$ cat config.mk
export PLATFORM = sky130hd
export DESIGN_NAME = cic_decim_ctrl_flat
export DESIGN_NICKNAME = d
export VERILOG_FILES = /design/src/rtl/cic_ctrl_pkg.sv /design/src/rtl/cic_decim_ctrl_if.sv /design/src/rtl/cic_decim_ctrl.sv /design/src/flat_wrapper.sv
export SDC_FILE = /design/constraint.sdc
export NUM_CORES = 1
export LEC_CHECK = 0
export ABC_AREA = 1
export BUFFER_PORTS_ARGS = -buffer_cell sky130_fd_sc_hd__buf_2
export CAP_MARGIN = 20
export CORE_MARGIN = 8
export CORE_UTILIZATION = 40
export DETAILED_ROUTE_END_ITERATION = 10
export HOLD_SLACK_MARGIN = 0.06
export MAX_ROUTING_LAYER = met4
export SETUP_SLACK_MARGIN = 0.02
export SYNTH_ARGS = -nofsm -noshare
export SYNTH_HDL_FRONTEND = slang
export SYNTH_SLANG_ARGS = --single-unit
export TNS_END_PERCENT = 20
$ cat constraint.sdc
create_clock -name clk -period 5.3 [get_ports clk]
set_clock_uncertainty 0.2 [all_clocks]
set_input_delay 0.795 -clock clk [delete_from_list [all_inputs] [get_ports clk]]
set_output_delay 0.795 -clock clk [all_outputs]
set_load 0.02 [all_outputs]
$ cat src/rtl/cic_ctrl_pkg.sv
// Shared types and helpers for the CIC decimator control path.
// - cic_ctrl_state_e : sequencer state encoding (2 bits)
// - CIC_MAX_SEL      : largest legal decimation selection k (R = 2^k)
// - CIC_SEL_W        : width of a decimation selection
// - clamp_sel()      : saturates a requested k to CIC_MAX_SEL
package cic_ctrl_pkg;

  localparam int unsigned CIC_SEL_W = 3;
  localparam logic [CIC_SEL_W-1:0] CIC_MAX_SEL = 3'd4;

  typedef enum logic [1:0] {
    CicStDisabled = 2'd0,
    CicStHold     = 2'd1,
    CicStSettle   = 2'd2,
    CicStRun      = 2'd3
  } cic_ctrl_state_e;

  function automatic logic [CIC_SEL_W-1:0] clamp_sel(logic [CIC_SEL_W-1:0] sel);
    return (sel > CIC_MAX_SEL) ? CIC_MAX_SEL : sel;
  endfunction

endpackage

$ cat src/rtl/cic_decim_ctrl_if.sv
// Decimation-change request channel.
// - cfg_valid   : master offers a new selection
// - cfg_sel     : requested k
// - cfg_ready   : slave can take the selection this cycle
// - cfg_clamped : one-cycle pulse after an accepted out-of-range selection
// - cfg_done    : one-cycle pulse when the new selection is settled
interface cic_decim_ctrl_if;
  import cic_ctrl_pkg::*;

  logic                 cfg_valid;
  logic [CIC_SEL_W-1:0] cfg_sel;
  logic                 cfg_ready;
  logic                 cfg_clamped;
  logic                 cfg_done;

  modport master (
    output cfg_valid,
    output cfg_sel,
    input  cfg_ready,
    input  cfg_clamped,
    input  cfg_done
  );

  modport slave (
    input  cfg_valid,
    input  cfg_sel,
    output cfg_ready,
    output cfg_clamped,
    output cfg_done
  );

endinterface

$ cat src/rtl/cic_decim_ctrl.sv
// Run/reconfiguration sequencer for a 3-stage CIC decimator (R = 2^k, k 0..4).
// Owns the CIC enable and decim_sel inputs, applies new selections only while the
// CIC is disabled, and masks the transient output strobes after every (re)start.
// Ports:
// - clk, rst          : clock, synchronous active-high reset
// - clk_enable_i      : global qualifier; all state holds while low
// - start_i, stop_i   : level-sampled run / halt requests (stop wins)
// - cfg               : selection request channel (slave side)
// - cic_enable_o      : CIC enable
// - cic_decim_sel_o   : CIC decim_sel, always 0..4
// - cic_out_valid_i   : CIC out_valid
// - out_valid_o       : gated valid, same cycle as the CIC output data
// - busy_o            : high while flushing or settling
module cic_decim_ctrl
  import cic_ctrl_pkg::*;
#(
  parameter int unsigned          N           = 3,
  parameter int unsigned          DISCARD     = N + 1,
  parameter int unsigned          FLUSH_CYC   = 4,
  parameter logic [CIC_SEL_W-1:0] DEFAULT_SEL = 3'd0
) (
  input  logic                 clk,
  input  logic                 rst,
  input  logic                 clk_enable_i,
  input  logic                 start_i,
  input  logic                 stop_i,
  cic_decim_ctrl_if.slave      cfg,
  output logic                 cic_enable_o,
  output logic [CIC_SEL_W-1:0] cic_decim_sel_o,
  input  logic                 cic_out_valid_i,
  output logic                 out_valid_o,
  output logic                 busy_o
);

  localparam logic [1:0] StDisabled = CicStDisabled;
  localparam logic [1:0] StHold     = CicStHold;
  localparam logic [1:0] StSettle   = CicStSettle;
  localparam logic [1:0] StRun      = CicStRun;

  localparam int unsigned CntMax = (DISCARD > FLUSH_CYC) ? DISCARD : FLUSH_CYC;
  localparam int unsigned CntW   = (CntMax > 0) ? $clog2(CntMax + 1) : 1;

  localparam logic [CntW-1:0] DiscLoad  = CntW'(DISCARD);
  localparam logic [CntW-1:0] FlushLoad = CntW'(FLUSH_CYC);
  localparam logic [CntW-1:0] CntOne    = CntW'(1);
  localparam logic [CntW-1:0] CntZero   = '0;

  logic [1:0]           state_q, state_d;
  logic [CntW-1:0]      disc_q, disc_d;
  logic [CntW-1:0]      flush_q, flush_d;
  logic                 cic_enable_q, cic_enable_d;
  logic [CIC_SEL_W-1:0] sel_q, sel_d;
  logic                 done_q, done_d;
  logic                 clamped_q, clamped_d;
  logic                 cfg_accept;

  assign cfg.cfg_ready = ~rst & ((state_q == StDisabled) | (state_q == StRun));

  // A stop in the same cycle as an offered selection drops the selection.
  assign cfg_accept = cfg.cfg_valid & cfg.cfg_ready & clk_enable_i & ~stop_i;

  always_comb begin
    state_d      = state_q;
    disc_d       = disc_q;
    flush_d      = flush_q;
    cic_enable_d = cic_enable_q;
    sel_d        = sel_q;
    done_d       = done_q;
    clamped_d    = clamped_q;

    if (clk_enable_i) begin
      done_d    = 1'b0;
      clamped_d = cfg_accept & (cfg.cfg_sel > CIC_MAX_SEL);
      if (cfg_accept) begin
        sel_d = clamp_sel(cfg.cfg_sel);
      end

      if (stop_i) begin
        state_d      = StDisabled;
        cic_enable_d = 1'b0;
      end else begin
        unique case (state_q)
          StDisabled: begin
            // A selection accepted in this same cycle lands in sel_d first.
            if (start_i) begin
              state_d      = StSettle;
              disc_d       = DiscLoad;
              cic_enable_d = 1'b1;
            end
          end
          StRun: begin
            // Enable falls on the same edge the new selection is applied.
            if (cfg_accept) begin
              state_d      = StHold;
              flush_d      = FlushLoad;
              cic_enable_d = 1'b0;
            end
          end
          StHold: begin
            // Leaving on the edge that sees 1 gives exactly FLUSH_CYC hold cycles.
            if (flush_q <= CntOne) begin
              state_d      = StSettle;
              disc_d       = DiscLoad;
              cic_enable_d = 1'b1;
            end else begin
              flush_d = flush_q - CntOne;
            end
          end
          StSettle: begin
            if (disc_q == CntZero) begin
              state_d = StRun;
              done_d  = 1'b1;
            end else if (cic_out_valid_i) begin
              // The strobe taking the count to zero is still masked.
              if (disc_q == CntOne) begin
                state_d = StRun;
                done_d  = 1'b1;
              end else begin
                disc_d = disc_q - CntOne;
              end
            end
          end
          default: begin
            state_d      = StDisabled;
            cic_enable_d = 1'b0;
          end
        endcase
      end
    end
  end

  always_ff @(posedge clk) begin
    if (rst) begin
      state_q      <= StDisabled;
      disc_q       <= '0;
      flush_q      <= '0;
      cic_enable_q <= 1'b0;
      sel_q        <= clamp_sel(DEFAULT_SEL);
      done_q       <= 1'b0;
      clamped_q    <= 1'b0;
    end else begin
      state_q      <= state_d;
      disc_q       <= disc_d;
      flush_q      <= flush_d;
      cic_enable_q <= cic_enable_d;
      sel_q        <= sel_d;
      done_q       <= done_d;
      clamped_q    <= clamped_d;
    end
  end

  assign cic_enable_o    = cic_enable_q;
  assign cic_decim_sel_o = sel_q;
  assign cfg.cfg_done    = done_q;
  assign cfg.cfg_clamped = clamped_q;

  // Unregistered so the CIC data bus needs no re-alignment.
  assign out_valid_o = cic_out_valid_i & (state_q == StRun) & ~rst;
  assign busy_o      = (state_q == StHold) | (state_q == StSettle);

endmodule

$ cat src/flat_wrapper.sv
// flat-port wrapper written by rule: the top's interface ports become plain ports
module cic_decim_ctrl_flat import cic_ctrl_pkg::*;
#(
  parameter int unsigned          N           = 3,
  parameter int unsigned          DISCARD     = N + 1,
  parameter int unsigned          FLUSH_CYC   = 4,
  parameter logic [CIC_SEL_W-1:0] DEFAULT_SEL = 3'd0
)
  (clk, rst, clk_enable_i, start_i, stop_i, cic_enable_o, cic_decim_sel_o, cic_out_valid_i, out_valid_o, busy_o, cfg_cfg_valid, cfg_cfg_sel, cfg_cfg_ready, cfg_cfg_clamped, cfg_cfg_done);
  cic_decim_ctrl_if cfg_i ();
  input  logic clk;
  input  logic rst;
  input  logic clk_enable_i;
  input  logic start_i;
  input  logic stop_i;
  output logic cic_enable_o;
  output logic [CIC_SEL_W-1:0] cic_decim_sel_o;
  input  logic cic_out_valid_i;
  output logic out_valid_o;
  output logic busy_o;
  input wire logic [$bits(cfg_i.cfg_valid)-1:0] cfg_cfg_valid;
  input wire logic [$bits(cfg_i.cfg_sel)-1:0] cfg_cfg_sel;
  output wire logic [$bits(cfg_i.cfg_ready)-1:0] cfg_cfg_ready;
  output wire logic [$bits(cfg_i.cfg_clamped)-1:0] cfg_cfg_clamped;
  output wire logic [$bits(cfg_i.cfg_done)-1:0] cfg_cfg_done;
  assign cfg_i.cfg_valid = cfg_cfg_valid;
  assign cfg_i.cfg_sel = cfg_cfg_sel;
  assign cfg_cfg_ready = cfg_i.cfg_ready;
  assign cfg_cfg_clamped = cfg_i.cfg_clamped;
  assign cfg_cfg_done = cfg_i.cfg_done;
  cic_decim_ctrl #(.N(N), .DISCARD(DISCARD), .FLUSH_CYC(FLUSH_CYC), .DEFAULT_SEL(DEFAULT_SEL)) u_core (.clk(clk), .rst(rst), .clk_enable_i(clk_enable_i), .start_i(start_i), .stop_i(stop_i), .cfg(cfg_i), .cic_enable_o(cic_enable_o), .cic_decim_sel_o(cic_decim_sel_o), .cic_out_valid_i(cic_out_valid_i), .out_valid_o(out_valid_o), .busy_o(busy_o));
endmodule
Yosys cells after proc, flatten, opt, wreduce, memory -nomap -nowiden --
Cells that the tools add are included.
Storage, ports and cells: bits in registers 14, bits of input ports 10, word-level logic and storage cells 76
Cells by class: add/sub/neg operators 2, $lt $le $gt $ge 2, eq/ne operators 16, multiplexer cells 28, bitwise logic cells 11, reduce and logical (&&, ||, !) cells 10
Operator list (count):
- $mux W3 | 8
- $mux W2 | 7
- $ne A2 B2 Y1 const B | 5
- $reduce_and A5 Y1 | 2
- $mux W1 | 9
- $pmux W3 S3 | 1
- $pmux W2 S4 | 1
- $reduce_and A8 Y1 | 1
- $and A1 B1 Y1 | 7
- $ne A3 B2 Y1 const B | 2
- $pmux W3 S2 | 1
- $reduce_and A6 Y1 | 1
- $sub A3 B1 Y3 const B | 2
- $eq A2 B2 Y1 const B | 2
- $ne A2 B1 Y1 const B | 2
- $ne A4 B2 Y1 const B | 1
- $ne A4 B3 Y1 const B | 1
- $reduce_bool A4 Y1 | 1
- $eq A3 B1 Y1 const B | 1
- $gt A3 B3 Y1 const B | 1
- $le A3 B1 Y1 const B | 1
- $logic_not A3 Y1 | 1
- $ne A3 B3 Y1 const B | 1
- $pmux W1 S3 | 1
- other kinds (7) | 9

Depth between registers and ports, before layout --
word-level depth 9, gate-level depth with buffers 10, gate-level depth less buffers 10

Least setup slack after synthesis --
No wires, ideal clock.
kind in2out, start point in rst, end point out out_valid_o, data arrival time 1.240 ns, required time 4.305 ns, slack 3.065 ns, stages on the path 2, buffers on the path 1, cells stage by stage buf_4 -> nor2_1
Between the ends: cells in the longest elaborated chain, start to end 2
RTL lines:
- from (decl) | RTL line flat_wrapper.sv:12 | input logic rst;
- $not A1 Y1 | RTL line cic_decim_ctrl.sv:158 | assign out_valid_o = cic_out_valid_i & (state_q == StRun) & ~rst;
- $and A1 B1 Y1 | RTL line cic_decim_ctrl.sv:158
- to (decl) | RTL line flat_wrapper.sv:19 | output logic out_valid_o;
No other way between the ends.

Worst setup path after layout --
start point reg u_core.state_q[0], end point out cfg_cfg_ready
Between the ends: cells in the longest elaborated chain, start to end 3, elaborated cells between the ends (all ways) 4
RTL lines:
- from (decl) | RTL line cic_decim_ctrl.sv:48 | logic [1:0] state_q, state_d;
- from (signal assigned) | RTL line cic_decim_ctrl.sv:134 | state_q <= StDisabled;
- from (signal assigned) | RTL line cic_decim_ctrl.sv:142 | state_q <= state_d;
- $eq A2 B2 Y1 or $logic_not A2 Y1 (tied branches) | RTL line cic_decim_ctrl.sv:57 | assign cfg.cfg_ready = ~rst & ((state_q == StDisabled) | (state_q == StRun));
- $or A1 B1 Y1 (*) | RTL line cic_decim_ctrl.sv:57
- $and A1 B1 Y1 (*) | RTL line cic_decim_ctrl.sv:57
- to (decl) | RTL line flat_wrapper.sv:23 | output wire logic [$bits(cfg_i.cfg_ready)-1:0] cfg_cfg_ready;
Mark *: on every way between the ends. The rest lies on a longest branch, timed or not.

==> reports/metrics.csv <==
metric,value,unit
status,completed,
hpwl,1690,microns
num_vias,889,
power_leakage,0.5392,nW
worstPathRequired,4.30,ns
total_power,0.0002515,W
yosysSeqAreaShare,30.03,%
cts-hold-fix-buffers,0,
die_w,64.31,microns
insertedDiodeCount,0,
internal_power,0.0001726,W
clock_latency,0.28,ns
start_kind,register,
gp_congestion,0.8200,
grt_use_total,11.09,%
cts_sinks,14,
synth.distinct_cells,22,
syn-num-nets,158,
slew_viol_final,0,
synth_compound_area_share,8.579,%
tns,0,ns
syn_inst,138,
nFillCells,224,
crit_fanout,5,
finalSetupViolCount,0,
cts_buffers,3,
num_io_pins,19,
path_class,reg2out,
path_cells,inv_1 > ha_1 > nor2_4 > buf_2,
cpPeakStageDelay,0.41,ns
tightest_slew,0.2280,ns
power_density,231.3,mW/mm^2
drive_gt1_share,20.75,%
hold_path_class,reg2reg,
period_share,46.88,%
antenna_found_initial,0,
grt_max_degree,12,
clk_pin_slew,0.09,ns
grtUsageMet1,13.15,%
synth_top_family_by_area,simple AND/OR/NAND/NOR gates,
synth_xor_area_share,0,%
firstDrtPassIters,5,
synthesis.area,933.4,sq um
fmax,402.4,MHz
clock_power_share,31.0,%
synth.area.mux_share,0,%
die_height,64.31,microns
end_kind,primary output,
grt_pass1_vias,918,
grt_use_met3,2.091,%
min-delay-start,u_core.flush_q[2]$_SDFFE_PP0P_,
max-cap-violations,0,
wire_per_inst,10.89,microns
netSwitchingFraction,31.37,%
period_needed,2.485,ns
syn_avg_cell_area,6.764,sq um
synth-seq-cells,14,
arrival,1.49,ns
tritoncts,done,
final_nets,180,
initial_core_util,42.19,%
r2r-start,u_core.state_q[0]$_SDFFE_PP0P_,
io_buffers,18,
die-area,0.004135,sq mm
grt-ovfl-total,0,
rows,17,
dpl_cell_area,0.001051,sq mm
busiest_layer,met2,
crit_buf_inv,2,
cp_slowest_cell,dfxtp_1,
grt_pass1_wl,3712,microns
final_common_cell,nand2_1,
fin_area,0.001087,sq mm
met2_usage,17.64,%
relSlewSlack,84.78,%
crit_start,u_core.state_q[0]$_SDFFE_PP0P_,
p_seq_share,45.2,%
syn_to_final_growth,16.49,%
p_sw,0.00007891,W
drt_iter0_drc,36,
yosys.area_share.adder,13.40,%
cpLargestDelayFamily,flip-flops,
routed_via_density,4.754,
final_antenna_net_count,0,
ctsHtreeMaxLevel,1,
drt-total-wl,2036,microns
core_area,0.002212,sq mm
cts_setup_buffers,0,
cts_resized,0,
clockBufferDepth,2,
route.detailed.drc,0,
peakVddDrop,0.1299,mV
grt_setup_unrepaired,false,
comb_power_share,23.7,%
most-common-layout-cells,"38 x nand2_1, 20 x nor2_1, 18 x buf_2",
cts_root_buffer,clkbuf_4,
synthSimpleGateAreaFrac,39.54,%
yosysWarnings,0,
hold_viol,0,
tightest hold or removal path: stages (launching register included):
cell,delay (ns)
dfxtp_1,0.32
nand2_1,0.06
a21oi_1,0.05
registers in the layout, indices dropped and copies added, names as in the netlist:
name,count
u_core.state_q,2
u_core.cic_decim_sel_o,3
u_core.cfg.cfg_clamped,1
u_core.cfg.cfg_done,1
u_core.cic_enable_o,1
u_core.flush_q,3
u_core.disc_q,3
metal layers:
metal	vias up	part of all wire, %	wire (microns)
met1	395	47	958
met2	17	49	1003
met5	-	0	0
met4	0	0.88	18
li1	475	-	-
met3	2	2.7	55
cell usage after synthesis, drive strengths merged:
library cell   n  area, sq um
o21ai          2        13.76
or2            1        6.260
a21oi         11        58.81
dfxtp         14        280.3
nand4          2        12.51
nand3         14        92.59
clkinv         1        3.750
nor3           1        5.000
buf            1        7.510
ha            10        125.1
o211ai         1        7.510
inv           18        67.56
nand2         39        148.9
nor2          23        103.9
metrics by stage:
step           setup WS (ns)  instances  utilization, %  hold WS, ns
6_report               2.815        187           49.15       0.2669
3_3_place_gp           3.013        183           47.51       0.2543
3_5_place_dp           2.998        183           47.51       0.2556
4_1_cts                2.794        187           49.15       0.2708
2_1_floorplan          3.065        138               -       0.2383
5_1_grt                2.717        187           49.15       0.2901
layout make-up:
type	count	area, sq um	share of cell area, %
clock buffer	4	36.28	3.337
inverter	19	71.32	6.559
multi-input combinational	104	574.3	52.82
sequential	14	280.3	25.78
tap	28	35.03	3.222
timing repair buffer	18	90.09	8.285
final timing paths:
check	slack, ns	to	cells past startpoint
setup / recovery	2.82	cfg_cfg_ready	4
hold / removal	0.27	u_core.flush_q[2]$_SDFFE_PP0P_	2
setup reg to reg	3.45	u_core.state_q[0]$_SDFFE_PP0P_	10
hold reg to reg	0.27	u_core.flush_q[2]$_SDFFE_PP0P_	2
power groups by stage:
stage | clock network, W | logic (W) | registers [W]
4_1_cts | 0.0000806 | 0.0000604 | 0.000114
2_1_floorplan | 0 | 0.0000419 | 0.000118
3_3_place_gp | 0 | 0.0000592 | 0.000116
5_1_grt | 0.0000881 | 0.0000683 | 0.000115
3_5_place_dp | 0 | 0.0000600 | 0.000116
6_report | 0.0000780 | 0.0000597 | 0.000114
kinds of logic (layout without fill, tap and decap cells):
kind of cell / after synthesis / in the layout
AND/OR/NAND/NOR: 80 / 80
buffers and inverters: 20 / 41
AO/OA/AOI/OAI: 14 / 14
flip-flops: 14 / 14
adder cells (fa/ha/maj): 10 / 10
No activity file was read; power rests on OpenSTA's default activity.
